==> config.mk <==
export PLATFORM = sky130hd
export DESIGN_NAME = mul_unit_flat
export DESIGN_NICKNAME = d
export VERILOG_FILES = /design/src/rtl/mul_if.sv /design/src/rtl/mul_unit.sv /design/src/flat_wrapper.sv
export SDC_FILE = /design/constraint.sdc
export NUM_CORES = 1
export LEC_CHECK = 0
export CORE_UTILIZATION = 60
export DETAILED_ROUTE_END_ITERATION = 12
export PLACE_DENSITY = 0.92
export RECOVER_POWER = 25
export REMOVE_ABC_BUFFERS = 1
export SYNTH_ARGS = -nofsm -noshare
export SYNTH_HDL_FRONTEND = slang
export SYNTH_SLANG_ARGS = --single-unit
==> constraint.sdc <==
create_clock -name clk -period 9.6 [get_ports clk]
set_clock_uncertainty 0.05 [all_clocks]
set_input_delay 1.44 -clock clk [delete_from_list [all_inputs] [get_ports clk]]
set_output_delay 1.44 -clock clk [all_outputs]
set_load 0.03 [all_outputs]
==> src/rtl/mul_if.sv <==
// Handshake bundle between the EX-side issuer, the iterative multiplier and the
// MEM-side consumer.
//   flush      : abort the operation in flight
//   in_valid   : issuer presents an op      in_ready  : unit is idle and can accept
//   mul_op     : 00 MUL.W, 01 MULH.W, 10 MULH.WU, 11 same as 00
//   src_a/b    : multiplicand / multiplier
//   out_valid  : mul_res is valid           out_ready : consumer takes the result
//   mul_res    : selected product half      busy      : unit not idle (stall hint)
// master = issuer/consumer side, slave = multiplier.
interface mul_if #(
  parameter int WORD = 32
);
  logic            flush;
  logic            in_valid;
  logic            in_ready;
  logic [1:0]      mul_op;
  logic [WORD-1:0] src_a;
  logic [WORD-1:0] src_b;
  logic            out_valid;
  logic            out_ready;
  logic [WORD-1:0] mul_res;
  logic            busy;

  modport master (
    output flush, in_valid, mul_op, src_a, src_b, out_ready,
    input  in_ready, out_valid, mul_res, busy
  );

  modport slave (
    input  flush, in_valid, mul_op, src_a, src_b, out_ready,
    output in_ready, out_valid, mul_res, busy
  );
endinterface

==> src/rtl/mul_unit.sv <==
// Iterative WORDxWORD integer multiplier producing the MUL result for the MEM
// stage. Accepts one op in IDLE, retires STEP multiplier bits per cycle over
// WORD/STEP cycles plus one finalisation cycle, then holds the selected product
// half in DONE until the consumer takes it. flush returns to IDLE from any state.
// Ports:
//   clk  : rising-edge clock
//   rst  : asynchronous reset, active-low
//   bus  : mul_if slave modport (handshake, operands, op select, result, busy)
module mul_unit #(
  parameter int WORD = 32,
  parameter int STEP = 2
) (
  input logic  clk,
  input logic  rst,
  mul_if.slave bus
);

  localparam int N     = WORD / STEP;
  localparam int CNT_W = $clog2(N + 1);

  typedef enum logic [1:0] {
    S_IDLE = 2'd0,
    S_BUSY = 2'd1,
    S_DONE = 2'd2
  } state_t;

  state_t              state_q, state_d;
  logic [2*WORD-1:0]   acc_q, acc_d;
  logic [2*WORD-1:0]   mcand_q, mcand_d;
  logic [WORD-1:0]     mplier_q, mplier_d;
  logic [CNT_W-1:0]    cnt_q, cnt_d;
  logic                neg_q, neg_d;
  logic [1:0]          op_q, op_d;
  logic [WORD-1:0]     res_q, res_d;

  logic [2*WORD-1:0]   digit_ext;
  logic [2*WORD-1:0]   partial;
  logic [2*WORD-1:0]   prod;
  logic                hi_sel;

  // Unsigned WORD-bit magnitude; the most negative value maps onto itself,
  // which read as unsigned is exactly 2^(WORD-1).
  function automatic logic [WORD-1:0] abs_w(input logic [WORD-1:0] v);
    return v[WORD-1] ? (~v + 1'b1) : v;
  endfunction

  function automatic logic [2*WORD-1:0] neg_2w(input logic [2*WORD-1:0] v);
    return ~v + 1'b1;
  endfunction

  // mcand_q is pre-shifted left by STEP every cycle, so the partial product
  // already sits at the weight of the multiplier digit being retired.
  assign digit_ext = {{(2*WORD-STEP){1'b0}}, mplier_q[STEP-1:0]};
  assign partial   = mcand_q * digit_ext;
  assign prod      = neg_q ? neg_2w(acc_q) : acc_q;
  assign hi_sel    = (op_q == 2'b01) || (op_q == 2'b10);

  always_comb begin
    state_d  = state_q;
    acc_d    = acc_q;
    mcand_d  = mcand_q;
    mplier_d = mplier_q;
    cnt_d    = cnt_q;
    neg_d    = neg_q;
    op_d     = op_q;
    res_d    = res_q;

    if (bus.flush) begin
      // Flush wins over accept and completion; the held result stays put.
      state_d = S_IDLE;
    end else begin
      case (state_q)
        S_IDLE: begin
          if (bus.in_valid) begin
            state_d = S_BUSY;
            op_d    = bus.mul_op;
            cnt_d   = '0;
            acc_d   = '0;
            if (bus.mul_op == 2'b01) begin
              mcand_d  = {{WORD{1'b0}}, abs_w(bus.src_a)};
              mplier_d = abs_w(bus.src_b);
              neg_d    = bus.src_a[WORD-1] ^ bus.src_b[WORD-1];
            end else begin
              mcand_d  = {{WORD{1'b0}}, bus.src_a};
              mplier_d = bus.src_b;
              neg_d    = 1'b0;
            end
          end
        end
        S_BUSY: begin
          if (cnt_q == CNT_W'(N)) begin
            // All digits retired: apply sign and select the product half.
            state_d = S_DONE;
            res_d   = hi_sel ? prod[2*WORD-1:WORD] : prod[WORD-1:0];
          end else begin
            acc_d    = acc_q + partial;
            mcand_d  = mcand_q << STEP;
            mplier_d = mplier_q >> STEP;
            cnt_d    = cnt_q + 1'b1;
          end
        end
        S_DONE: begin
          if (bus.out_ready) state_d = S_IDLE;
        end
        default: state_d = S_IDLE;
      endcase
    end
  end

  always_ff @(posedge clk or negedge rst) begin
    if (!rst) begin
      state_q  <= S_IDLE;
      acc_q    <= '0;
      mcand_q  <= '0;
      mplier_q <= '0;
      cnt_q    <= '0;
      neg_q    <= 1'b0;
      op_q     <= 2'b00;
      res_q    <= '0;
    end else begin
      state_q  <= state_d;
      acc_q    <= acc_d;
      mcand_q  <= mcand_d;
      mplier_q <= mplier_d;
      cnt_q    <= cnt_d;
      neg_q    <= neg_d;
      op_q     <= op_d;
      res_q    <= res_d;
    end
  end

  assign bus.in_ready  = (state_q == S_IDLE);
  assign bus.out_valid = (state_q == S_DONE);
  assign bus.busy      = (state_q != S_IDLE);
  assign bus.mul_res   = res_q;

endmodule

==> src/flat_wrapper.sv <==
// flat-port wrapper written by rule: the top's interface ports become plain ports
module mul_unit_flat 
#(
  parameter int WORD = 32,
  parameter int STEP = 2
)
  (clk, rst, bus_flush, bus_in_valid, bus_mul_op, bus_src_a, bus_src_b, bus_out_ready, bus_in_ready, bus_out_valid, bus_mul_res, bus_busy);
  mul_if #(.WORD(WORD)) bus_i ();
  input logic clk;
  input logic rst;
  input wire logic [$bits(bus_i.flush)-1:0] bus_flush;
  input wire logic [$bits(bus_i.in_valid)-1:0] bus_in_valid;
  input wire logic [$bits(bus_i.mul_op)-1:0] bus_mul_op;
  input wire logic [$bits(bus_i.src_a)-1:0] bus_src_a;
  input wire logic [$bits(bus_i.src_b)-1:0] bus_src_b;
  input wire logic [$bits(bus_i.out_ready)-1:0] bus_out_ready;
  output wire logic [$bits(bus_i.in_ready)-1:0] bus_in_ready;
  output wire logic [$bits(bus_i.out_valid)-1:0] bus_out_valid;
  output wire logic [$bits(bus_i.mul_res)-1:0] bus_mul_res;
  output wire logic [$bits(bus_i.busy)-1:0] bus_busy;
  assign bus_i.flush = bus_flush;
  assign bus_i.in_valid = bus_in_valid;
  assign bus_i.mul_op = bus_mul_op;
  assign bus_i.src_a = bus_src_a;
  assign bus_i.src_b = bus_src_b;
  assign bus_i.out_ready = bus_out_ready;
  assign bus_in_ready = bus_i.in_ready;
  assign bus_out_valid = bus_i.out_valid;
  assign bus_mul_res = bus_i.mul_res;
  assign bus_busy = bus_i.busy;
  mul_unit #(.WORD(WORD), .STEP(STEP)) u_core (.clk(clk), .rst(rst), .bus(bus_i));
endmodule
==> metrics list <==
- At the end of the flow the core is filled with cells to 0.685.
- Iteration count of the initial detailed-routing pass: 8
* First-pass GRT wire length: 74.1 mm
* Final-layout fill cell count: 2,169
- Antenna-violating nets left: 0
- Required time at the worst-slack endpoint: about 10 ns
- Once routing completed, OpenROAD measured the worst setup slack at 4.53 ns.
* Transition time of the tightest slew-check pin: around 3.6 ns
- Met3 WL post-DR: between 3 and 4 mm
- The number of placed instances, taps included, is approximately 2,300.
* Arrival time at the worst endpoint: 5.47 ns
- Worst Setup End Kind: flop
- Worst min-delay path startpoint: u_core.bus.mul_res[22]
- Synthesis handed over a netlist of 1,997 instances.
* Count of input and output buffers: ~110
* Number of antenna violations at the first check in global routing: 0
- Overall power of the completed layout: between 3 and 4 mW
- After synthesis, the share of flip-flops with an asynchronous set or reset is 1.00.
* Global-route usage over all layers: 0.330
* Hold violation total from the final report: 0
- Static timing analysis puts the maximum clock frequency at 197 MHz.
- Leak Pwr: 8.40 nW
* Setup repair bufs after CTS: 0
* Placed Instance Area: 17,700 um^2
* Final cell count without fillers: approximately 2,400
* Normalized max-slew margin: -1.42
- During synthesis, Yosys emitted a total of 0 warnings.
- CTS placed an instance of sky130_fd_sc_hd__clkbuf_16 at the clock tree root.
- Across all hold checks on the routed design, the worst slack comes to 0.424 ns.
* Post-cts repair resize count: 0
* Overall die area: around 28,000 um^2
- The tightest min-delay check is of the reg -> reg type.
- Peak supply drop: 0.125 mV
- Number of register bits inferred by synthesis: 202
- Entering global routing, the biggest net connects 102 pins.
- After clock tree synthesis, the clock-pin slew on the worst setup and hold paths is 0.06 ns.
- Setup violations remaining at the end of the flow were counted as 0.
* DIE HEIGHT: approximately 170 um
- Measured along the x axis, the die boundary spans 168 um.
- Outcome: finished with violations
* Post-layout nets: around 2,200
- Synthesized area per cell: 8.25 um^2
- TritonCTS created 24 clock buffers.
* Core area: 27,000 um^2
- Power density over the cells: about 180 nW/um^2
- Vias per inst: 6.30
- Total routed wire length on the met1 layer: ~19 mm
- Area grow syn2layout: 12.1%
- Kind of start point of the critical path: flop
- The checks that failed: capacitance limit, slew limit.
* Area of the mapped netlist: roughly 16,000 um^2
* Leading cell types in the layout, fill and taps excluded: sky130_fd_sc_hd__nand2_1 (280), sky130_fd_sc_hd__inv_1 (211), sky130_fd_sc_hd__dfrtp_1 (199)
* # IOs: 106
- The first routing iteration left 1,298 violations.
- The worst setup path is of the reg -> reg kind.
* Hold path cells: 2
- TritonCTS built the clock tree.
- DRC violations left: 0
- Antenna Diode Count: 0
- Setup repair after global routing left no endpoint under its margin.
* Destination of the worst hold path: u_core.bus.mul_res[22]
- Wire segments on met2 add up to ~21 mm in the final route.
- The final layout contains routed wiring with a total length of ~46 mm.
- After detailed routing, the average wire length per cell comes to 19.1 um.
* Worst R2R Start: u_core.acc_q[1]
- Length in cells of the worst reg-to-reg path: 15
* H-tree depth: 1
- In this run, synthesis inferred 0 flip-flops with an integrated enable.
* Via count of the first global-routing pass: 14,351
- Worst-skew pair later-pin latency: approximately 0.53 ns
- After floorplanning, the core was divided into 60 placement rows.
- Detailed-placement wirelength estimate: 34.9 mm
- The congestion estimate from routability-driven global placement came to roughly 1.0.
- The routed layout has 15,064 vias.
* Critical register-to-register path endpoint: u_core.acc_q[63]
- The number of pins with negative max-slew slack in the final report came to 67.
- The tool flagged a number of max-cap violations equal to 1.
* Reg-to-reg slack, setup: about 4.5 ns
* Sum of negative setup slack: 0 ns
* Peak fanout along the critical path: 5
* Starting density of the core: 0.611
- Total congestion overflow after global routing: 0
- Counting every sink on the clock net gives 202.
- Main synth FF type: sky130_fd_sc_hd__dfrtp_1
* Sequential area share after synthesis: 0.307
- Dividing the final minimum period by the clock period gives 0.528.
- Hold-fix buffer count after cts: 0
* Max Used Layer: met4
- Final min period: a little over 5 ns
- Worst slack at placement: 4.78 ns
* Leading cell type in the layout, fill and taps excluded: sky130_fd_sc_hd__nand2_1
- Distinct cell type count after synthesis: 70
* Post-route design area: 18,500 um^2
* Fraction of final layout cells sized beyond drive strength 1: 0.0410
- Buffers from clock root to sink, at most: 3
[flip-flops by register name, summed over array words and instances, names as in the netlist]
signal and cells:
u_core.mcand_q 64, u_core.state_q 2, u_core.bus.mul_res 32, u_core.cnt_q 5, u_core.acc_q 64, u_core.neg_q 1
u_core.mplier_q 32, u_core.op_q 2
[power by group]
group	internal, mW	switching (mW)
sequential	0.964	0.138
combinational	0.485	0.864
clock	0.523	0.372
total	1.97	1.37
[worst max-delay path, stage by stage (launching register included)]
cell                       delay (ns)
sky130_fd_sc_hd__dfrtp_1         0.40
sky130_fd_sc_hd__inv_1           0.14
sky130_fd_sc_hd__fa_1            0.55
sky130_fd_sc_hd__inv_1           0.04
sky130_fd_sc_hd__ha_1            0.22
sky130_fd_sc_hd__fa_1            0.43
sky130_fd_sc_hd__a211oi_1        0.38
sky130_fd_sc_hd__o211ai_1        0.19
sky130_fd_sc_hd__a41oi_1         0.55
sky130_fd_sc_hd__o22ai_1         0.30
sky130_fd_sc_hd__o21ai_1         0.43
sky130_fd_sc_hd__o21ai_1         0.20
sky130_fd_sc_hd__a21oi_1         0.45
sky130_fd_sc_hd__o21ai_0         0.26
sky130_fd_sc_hd__mux2_2          0.33
sky130_fd_sc_hd__nand3_1         0.08
[synthesized netlist by cell type, types with 5 or more instances]
master	instances	area share
sky130_fd_sc_hd__a211oi_1	5	0.0023
sky130_fd_sc_hd__a21o_1	43	0.020
sky130_fd_sc_hd__a21oi_1	132	0.040
sky130_fd_sc_hd__a22o_1	34	0.018
sky130_fd_sc_hd__a22oi_1	57	0.026
sky130_fd_sc_hd__a31oi_1	12	0.0046
sky130_fd_sc_hd__a41oi_1	7	0.0037
sky130_fd_sc_hd__and2_1	10	0.0038
sky130_fd_sc_hd__and3_1	9	0.0034
sky130_fd_sc_hd__buf_1	8	0.0018
sky130_fd_sc_hd__clkbuf_1	99	0.023
sky130_fd_sc_hd__dfrtp_1	202	0.31
sky130_fd_sc_hd__fa_1	63	0.077
sky130_fd_sc_hd__ha_1	68	0.052
sky130_fd_sc_hd__inv_1	212	0.048
sky130_fd_sc_hd__nand2_1	280	0.064
sky130_fd_sc_hd__nand2b_1	11	0.0042
sky130_fd_sc_hd__nand3_1	34	0.010
sky130_fd_sc_hd__nand4_1	27	0.010
sky130_fd_sc_hd__nor2_1	84	0.019
sky130_fd_sc_hd__nor2b_1	15	0.0057
sky130_fd_sc_hd__nor3_1	25	0.0076
sky130_fd_sc_hd__nor4_1	10	0.0038
sky130_fd_sc_hd__o211ai_1	7	0.0032
sky130_fd_sc_hd__o21ai_0	158	0.048
sky130_fd_sc_hd__o21bai_1	10	0.0046
sky130_fd_sc_hd__o22ai_1	54	0.021
sky130_fd_sc_hd__o31ai_1	31	0.014
sky130_fd_sc_hd__o41ai_1	19	0.010
sky130_fd_sc_hd__or3_1	6	0.0023
sky130_fd_sc_hd__or4_1	10	0.0046
sky130_fd_sc_hd__xnor2_1	114	0.061
sky130_fd_sc_hd__xor2_1	67	0.036
[worst max path at each step]
stage / start / endpoint / slack [ns] / cells after the start
floorplan: bus_flush / u_core.acc_q[63] / 3.91 / 6
global placement: u_core.mplier_q[1] / u_core.acc_q[63] / 4.96 / 15
detailed placement: u_core.mplier_q[1] / u_core.acc_q[63] / 4.78 / 15
CTS: u_core.mplier_q[1] / u_core.acc_q[63] / 4.70 / 15
global route: rst / u_core.mcand_q[37] / 4.18 / 2
finish: u_core.acc_q[1] / u_core.acc_q[63] / 4.53 / 15
[cell type report]
class	count	area (um^2)	area share
clock buffer	31	668	0.0362
clock inverter	13	115	0.00623
inverter	212	796	0.0431
multi-input combinational	1474	10300	0.555
sequential	202	5060	0.274
tap	341	427	0.0231
timing repair buffer	119	1150	0.0623
[cell families after synthesis]
logic type	synth area share
xor+xnor	0.0962
fa+ha+maj	0.128
mux	0.00319
compound gates	0.237
simple gates	0.155
buf+inv	0.0738
flops	0.307
[metal layers]
layer,up-vias,global-route usage
li1,7037,-
met1,7254,0.448
met2,667,0.526
met3,106,0.0605
met4,0,0.124
met5,-,0
No activity file was read; power rests on OpenSTA's default activity.
